**config.mk**
```make
export PLATFORM = sky130hd
export DESIGN_NAME = vga_timing_gen
export DESIGN_NICKNAME = d
export VERILOG_FILES = /design/src/rtl/vga_timing_gen.sv
export SDC_FILE = /design/constraint.sdc
export NUM_CORES = 1
export LEC_CHECK = 0
export CORE_ASPECT_RATIO = 0.7
export CORE_MARGIN = 5
export CORE_UTILIZATION = 53
export CTS_BUF_LIST = sky130_fd_sc_hd__clkbuf_16
export DETAILED_ROUTE_END_ITERATION = 8
export GPL_ROUTABILITY_DRIVEN = 0
export PLACE_DENSITY = 0.79
export SLEW_MARGIN = 20
export SYNTH_ARGS = -nofsm -noshare
export SYNTH_HDL_FRONTEND = slang
export SYNTH_SLANG_ARGS = --single-unit
export TNS_END_PERCENT = 50
```
**constraint.sdc**
```tcl
create_clock -name clk -period 3.1 [get_ports clk]
set_input_delay 0.93 -clock clk [delete_from_list [all_inputs] [get_ports clk]]
set_output_delay 0.93 -clock clk [all_outputs]
set_load 0.01 [all_outputs]
```
**src/rtl/vga_timing_gen.sv**
```systemverilog
// vga_timing_gen: VGA raster timing generator.
// A prescaler turns the system clock into a pixel-rate tick. The tick drives the
// horizontal and vertical counters. Sync, video_on and the line/frame strobes are
// decoded from the next counter values and registered on the same edge as the
// counters, so every output moves together with no decode latency.
// Both totals are expected to be <= 1024 because the coordinate outputs are 10 bits.
module vga_timing_gen #(
  parameter int CLK_DIV  = 2,
  parameter int H_ACTIVE = 640,
  parameter int H_FP     = 16,
  parameter int H_SYNC   = 96,
  parameter int H_BP     = 48,
  parameter int V_ACTIVE = 480,
  parameter int V_FP     = 10,
  parameter int V_SYNC   = 2,
  parameter int V_BP     = 33
) (
  input  logic       clk,
  input  logic       reset,
  input  logic       en,
  output logic [9:0] x_pos,
  output logic [9:0] y_pos,
  output logic       hsync,
  output logic       vsync,
  output logic       video_on,
  output logic       pixel_tick,
  output logic       line_start,
  output logic       frame_start
);

  localparam int H_TOTAL = H_ACTIVE + H_FP + H_SYNC + H_BP;
  localparam int V_TOTAL = V_ACTIVE + V_FP + V_SYNC + V_BP;

  localparam logic [3:0] PRE_LAST = 4'(CLK_DIV - 1);
  localparam logic [9:0] H_LAST   = 10'(H_TOTAL - 1);
  localparam logic [9:0] V_LAST   = 10'(V_TOTAL - 1);
  localparam logic [9:0] H_VIS    = 10'(H_ACTIVE);
  localparam logic [9:0] V_VIS    = 10'(V_ACTIVE);
  localparam logic [9:0] HS_FIRST = 10'(H_ACTIVE + H_FP);
  localparam logic [9:0] HS_LAST  = 10'(H_ACTIVE + H_FP + H_SYNC - 1);
  localparam logic [9:0] VS_FIRST = 10'(V_ACTIVE + V_FP);
  localparam logic [9:0] VS_LAST  = 10'(V_ACTIVE + V_FP + V_SYNC - 1);

  logic [3:0] presc_q, presc_d;
  logic [9:0] x_q, x_d;
  logic [9:0] y_q, y_d;
  logic       hs_q, hs_d;
  logic       vs_q, vs_d;
  logic       vo_q, vo_d;
  logic       pt_q, pt_d;
  logic       ls_q, ls_d;
  logic       fs_q, fs_d;

  logic       tick;
  logic       h_wrap;
  logic       v_wrap;

  // Next-state: prescaler, counters, and decodes of the next counter values.
  // Decodes only refresh on a tick, so the first pixel period after reset keeps
  // video_on low even though (0,0) is inside the visible area.
  always_comb begin
    presc_d = presc_q;
    x_d     = x_q;
    y_d     = y_q;
    hs_d    = hs_q;
    vs_d    = vs_q;
    vo_d    = vo_q;
    pt_d    = 1'b0;
    ls_d    = 1'b0;
    fs_d    = 1'b0;

    tick   = en && (presc_q == PRE_LAST);
    h_wrap = (x_q == H_LAST);
    v_wrap = (y_q == V_LAST);

    if (en) begin
      presc_d = tick ? 4'd0 : presc_q + 4'd1;
    end

    if (tick) begin
      x_d = h_wrap ? 10'd0 : x_q + 10'd1;
      if (h_wrap) begin
        y_d = v_wrap ? 10'd0 : y_q + 10'd1;
      end
      hs_d = !((x_d >= HS_FIRST) && (x_d <= HS_LAST));
      vs_d = !((y_d >= VS_FIRST) && (y_d <= VS_LAST));
      vo_d = (x_d < H_VIS) && (y_d < V_VIS);
      pt_d = 1'b1;
      ls_d = h_wrap;
      fs_d = h_wrap && v_wrap;
    end
  end

  // State register; sync outputs idle high in reset.
  always_ff @(posedge clk or negedge reset) begin
    if (!reset) begin
      presc_q <= 4'd0;
      x_q     <= 10'd0;
      y_q     <= 10'd0;
      hs_q    <= 1'b1;
      vs_q    <= 1'b1;
      vo_q    <= 1'b0;
      pt_q    <= 1'b0;
      ls_q    <= 1'b0;
      fs_q    <= 1'b0;
    end else begin
      presc_q <= presc_d;
      x_q     <= x_d;
      y_q     <= y_d;
      hs_q    <= hs_d;
      vs_q    <= vs_d;
      vo_q    <= vo_d;
      pt_q    <= pt_d;
      ls_q    <= ls_d;
      fs_q    <= fs_d;
    end
  end

  assign x_pos       = x_q;
  assign y_pos       = y_q;
  assign hsync       = hs_q;
  assign vsync       = vs_q;
  assign video_on    = vo_q;
  assign pixel_tick  = pt_q;
  assign line_start  = ls_q;
  assign frame_start = fs_q;

endmodule
```
# Word-level counts from Yosys, hierarchy flattened
# Cells that the tools add are included.
dict set report totals {
  ff_bits 30
  inputBits 3
  out_inout_bits 26
  word_cells 36
}
dict set report op_classes {
  n_addsub 3
  magnitude_cmp 6
  eq_ne 3
  mux 8
  reduce_logical 7
}
# operator count
set op_table {}
lappend op_table {{10-bit 2-to-1 mux} 4}
lappend op_table {{10-bit by 1-bit adder with 10-bit output (second input constant)} 2}
lappend op_table {{10-bit == test (second input constant)} 2}
lappend op_table {{10-bit >= comparator (second input constant)} 1}
lappend op_table {{10-bit by 9-bit >= comparator with 1-bit output (second input constant)} 1}
lappend op_table {{10-bit less-or-equal comparator (second input constant)} 1}
lappend op_table {{10-bit by 9-bit less-or-equal comparator with 1-bit output (second input constant)} 1}
lappend op_table {{10-bit less-than comparator (second input constant)} 1}
lappend op_table {{10-bit by 9-bit less-than comparator with 1-bit output (second input constant)} 1}
lappend op_table {{1-bit logical AND} 5}
lappend op_table {{4-bit by 1-bit adder with 4-bit output (second input constant)} 1}
lappend op_table {{4-bit by 1-bit == test with 1-bit output (second input constant)} 1}
lappend op_table {{4-bit 2-to-1 mux} 1}
lappend op_table {{1-bit 2-to-1 mux} 3}
lappend op_table {{1-bit zero test} 2}

# Longest topological paths before layout
dict set report depth {
  ltp_word 7
  depth_mapped 9
  depth_no_buf 8
}

# Least setup slack after synthesis
# OpenSTA, ideal clock, no wires.
dict set report synth_timing {
  path_kind {reg-to-reg}
  startpoint {register x_q[5], in the netlist x_pos[5]}
  endpoint {register vs_q, in the netlist vsync}
  setup_ns 0.083
  arrival_time_ns 2.415
  required_time_ns 3.017
  setup_slack_ns 0.602
  path_stages_with_launch 8
  n_path_buf 1
  synth_period_minus_slack_ns 2.498
  cell_sequence {dfrtp_1 > buf_6 > or3_4 > or3_4 > nor3_4 > xnor2_1 > or4_4 > o32a_1}
}
dict set report synth_via {
  elab_chain_cells 6
  elab_cells_between_ends 7
  classes_between {2 x order compare; 1 x eq/ne; 2 x mux; 2 x reduce/logical}
}
# item line_no
set synth_rtl {}
lappend synth_rtl {{start: declaration} 45} ;# logic [9:0] x_q, x_d;
lappend synth_rtl {{start signal: assignment} 98} ;# x_q <= 10'd0;
lappend synth_rtl {{start signal: assignment} 108} ;# x_q <= x_d;
lappend synth_rtl {{10-bit == test (*)} 73} ;# h_wrap = (x_q == H_LAST);
lappend synth_rtl {{10-bit 2-to-1 mux (*)} 82} ;# if (h_wrap) begin
lappend synth_rtl {{10-bit 2-to-1 mux (*)} 80} ;# if (tick) begin
lappend synth_rtl {{10-bit by 9-bit >= comparator with 1-bit output or 10-bit by 9-bit less-or-equal comparator with 1-bit output (tied branches)} 86} ;# vs_d = !((y_d >= VS_FIRST) && (y_d <= VS_LAST));
lappend synth_rtl {{1-bit logical AND (*)} 86}
lappend synth_rtl {{1-bit zero test (*)} 86}
lappend synth_rtl {{end signal: assignment} 111} ;# vs_q <= vs_d;
lappend synth_rtl {{end: declaration} 48} ;# logic vs_q, vs_d;
# Every way passes the cells marked *; elsewhere a longest branch is shown, timed or not. The select of a mux whose other input is x is not followed.
# A chain may end at the register's enable or synchronous reset.

# Worst setup path after layout
dict set report layout_timing {
  startpoint {register x_q[1], in the netlist x_pos[1]}
  endpoint {register vs_q, in the netlist vsync}
}
# The elaborated chain is that of the path after synthesis.

==> results.txt <==
----------------------------------------------------
[Worst setup path]
  Kind of start point of the critical path ... flip-flop
  Buffers and inverters on the worst path ... 1
  Longest individual stage delay on the worst path ... 440 ps
  Critical path peak fanout ... 13
  Data arrival time of the critical path ... 2940 ps
  Type of the setup path with the least slack ... reg -> reg
  CP endpoint kind ... flip-flop
  Slowest stage cell on the critical path ... dfrtp_1
  Worst path top cell family by delay ... simple AND/OR/NAND/NOR gates
  Required time of the worst setup path ... 3300 ps
  Cell breakdown of the critical path ... ha_1, nand4_1, nor3_1, buf_4, o21ai_1, mux2_1, or3_1, o32a_1

[Worst hold path]
  Worst hold path type ... reg -> reg

[Floorplan]
  Width of the chip ... 79.6 um
  Die span in y ... 58.7 um
  Floorplan Core Area ... 3210 um^2
  Row Count ... 17
  Die Outline Area ... 4670 um^2
  Initial standard-cell utilization of the core ... 0.559
  Boundary Pins ... 29

[Logic synthesis]
  Post-synthesis average cell area ... 8.84 um^2
  Post-synthesis sequential area ratio ... 0.420
  Warnings, synthesis ... 0
  Post-Synthesis Cells ... 203
  Mapped Nets ... 212
  Mux cell area share after synthesis ... 0.0188
  Number of flops mapped to enable cells by yosys ... 0
  Fraction of the mapped netlist area in compound gates ... 0.169
  Adder-cell share of the synthesized area ... 0.0418
  Mapped Area ... 1800 um^2
  Synth cell types ... 46
  Simple-Gate Fraction of Synth Area ... 0.243
  Proportion of register bits with asynchronous set or reset after synthesis ... 1.00
  Most used flip-flop cell after synthesis ... dfrtp_1
  Number of flip-flops and latches in the synthesized netlist ... 30
  Largest family of logic cells by synthesized area ... simple AND/OR/NAND/NOR gates
  Area share of xor/xnor cells in the synthesized design ... 0.0634

[Route]
  Total via count in the routed design ... 1651
  First DRT Iteration DRCs ... 196
  Count of unresolved DRC violations after routing ... 0
  Vias per cell ... 5.94
  Average wire per standard cell ... 16.4 um
  Remaining antenna violation count after routing ... 0
  Total iterations of the first detailed-routing run ... 4
  Wirelength, routed ... 4.55 mm

[Cells and area]
  Highest-count cells in the layout ignoring fill and taps ... dfrtp_1 (28), clkdlybuf4s50_1 (28), nand2_1 (27)
  Area overhead of the layout relative to synthesis ... 25.2%
  FF+latch area ... 753 um^2
  Non-filler instance count after layout ... 278
  Number of fillers in the final layout ... 248
  Count of nets after finishing ... 239
  Core Util, Final ... 0.700
  Area of combinational cells with multiple inputs ... 961 um^2
  Number of antenna repair diodes ... 0
  Layout cell share with drive strength beyond 1 ... 0.0866

[Placed design]
  Placed Instances ... 270
  PortBufs ... 28
  HPWL reported at the end of detailed placement ... 3.16 mm

[Global route]
  Vias in the first global route ... 1601
  Routing usage on met2 ... 0.317
  Overall overflow remaining after global route ... 0
  Global-route met1 utilization ... 0.298
  Pin count of the biggest net entering global routing ... 31
  Antenna violations before repair ... 0
  Met3 track utilization from global routing ... 0.0657
  GR Util All Layers ... 0.215
  First-pass GRT wire length ... 7.80 mm
  Top Usage Layer GRT ... met2

[Clock tree]
  Number of gates resized after CTS ... 0
  Maximum buffer depth of the clock tree ... 2
  H-Tree Level Count ... 2
  Clock transition at the register clock pins on the worst setup and hold paths after CTS ... 50 ps
  Clock root buffer ... clkbuf_16
  Clock tree from TritonCTS ... done
  Number of buffers inserted by hold repair at cts ... 0
  Number of buffers inserted by post-CTS setup repair ... 0
  Sink count of the clock tree ... 30
  Inserted Clock Buffers ... 5
  Clock network latency to the later pin of the worst-skew pair ... 270 ps

[Timing]
  Transition time at the pin with the least slew margin ... 574 ps
  Worst setup skew after layout ... 2.80 ps
  Worst slew margin relative to its limit ... 0.612
  Portion of the clock cycle consumed by the worst path in the final layout ... 0.884
  Count of final setup violators ... 0
  Final count of hold timing violations ... 0
  Final Critical Period ... 2740 ps
  Sum of negative setup slack ... 0 ps
  Maximum clock rate ... 365 MHz
  Final Max Slew Viols ... 0
  RSZ-0062 raised after global routing ... no

[Job]
  Count of max-cap constraint violations ... 0

[Pwr]
  Fraction of power consumed by sequential logic ... 0.429
  Peak supply drop ... 492 uV
  Net Switching ... 0.000393 W
  Net Sw Frac ... 0.303
  Fraction of power consumed by the clock network ... 0.351
  Logic pwr share ... 0.220
  Power per cell area ... 577 nW/um^2
  Static leakage ... 0.916 nW
  Internal power component ... 0.000904 W

[Status]
  Run status ... completed

----------------------------------------------------
logic make-up (layout without fill, tap and decap cells):
family,after synthesis,in the layout
adders and majority gates,6,6
AOI/OAI and AO/OA,49,49
and+or+nand+nor,83,83
xor gates and xnor gates,13,13
muxes,3,3
DFF,30,30
buffers and inverters,19,47
path summary, 6_finish.rpt:
check,startpoint,to,slack [ps],depth (start not counted)
max in group asynchronous,reset,vsync$_DFFE_PN1P_,1730,2
hold / removal,presc_q[3]$_DFFE_PN0P_,presc_q[3]$_DFFE_PN0P_,480,1
min in group asynchronous,reset,y_pos[8]$_DFFE_PN0P_,1050,2
setup / recovery,x_pos[1]$_DFFE_PN0P_,vsync$_DFFE_PN1P_,360,8
setup reg to reg,x_pos[1]$_DFFE_PN0P_,vsync$_DFFE_PN1P_,360,8
hold reg to reg,presc_q[3]$_DFFE_PN0P_,presc_q[3]$_DFFE_PN0P_,480,1
per-stage QoR:
step,instance area (um^2),worst slack [ps],hold slack (ps),power (W)
after detailed placement,2110,422,467,0.000846
after floorplan,1800,602,439,0.000699
final,2250,359,483,0.00130
after global placement,2110,526,465,0.000832
after global routing,2250,194,518,0.00138
after CTS,2250,398,486,0.00131
metal layers:
| metal | part of all wire | vias to the layer above |
|---|---|---|
| met3 | 0.070 | 5 |
| li1 | - | 780 |
| met2 | 0.45 | 71 |
| met5 | 0 | - |
| met4 | 0.0073 | 0 |
| met1 | 0.47 | 795 |
sequential cells by signal, summed over array words and instances, names as in the netlist:
signal       cells
vsync            1
hsync            1
pixel_tick       1
line_start       1
presc_q          4
frame_start      1
y_pos           10
x_pos           10
video_on         1
cell usage after synthesis (all sizes together) (2+ instances only):
cell type | number | area share
nand4 | 5 | 0.017
nand2 | 27 | 0.056
dfrtp | 28 | 0.39
buf | 3 | 0.011
nor4 | 2 | 0.0070
xnor2 | 10 | 0.049
clkbuf | 9 | 0.020
xor2 | 3 | 0.015
mux2 | 3 | 0.019
nor2 | 14 | 0.029
nand3 | 12 | 0.033
a31oi | 2 | 0.0070
and3 | 4 | 0.014
dfstp | 2 | 0.029
and4 | 3 | 0.015
o22ai | 2 | 0.0070
o211ai | 2 | 0.0084
a21oi | 7 | 0.020
o32a | 2 | 0.011
inv | 7 | 0.015
nor3 | 6 | 0.023
o21ai | 23 | 0.064
o31ai | 3 | 0.013
or3 | 4 | 0.020
ha | 6 | 0.042
cell type report:
| type | count | share of cell area |
|---|---|---|
| clock buffers | 5 | 0.0557 |
| flip-flops and latches | 30 | 0.335 |
| inverters | 7 | 0.0117 |
| well taps | 47 | 0.0262 |
| multi-input cells | 154 | 0.428 |
| clock inverters | 3 | 0.00557 |
| repair buffers | 32 | 0.138 |
power groups by stage:
stage / Combinational [W] / Clock (W) / Sequential (W)
after detailed placement: 0.000287 / 0 / 0.000559
after CTS: 0.000291 / 0.000462 / 0.000554
after global placement: 0.000280 / 0 / 0.000551
after global routing: 0.000326 / 0.000492 / 0.000566
final: 0.000285 / 0.000455 / 0.000556
after floorplan: 0.000158 / 0 / 0.000542
Power figures use the tool's default switching activity.
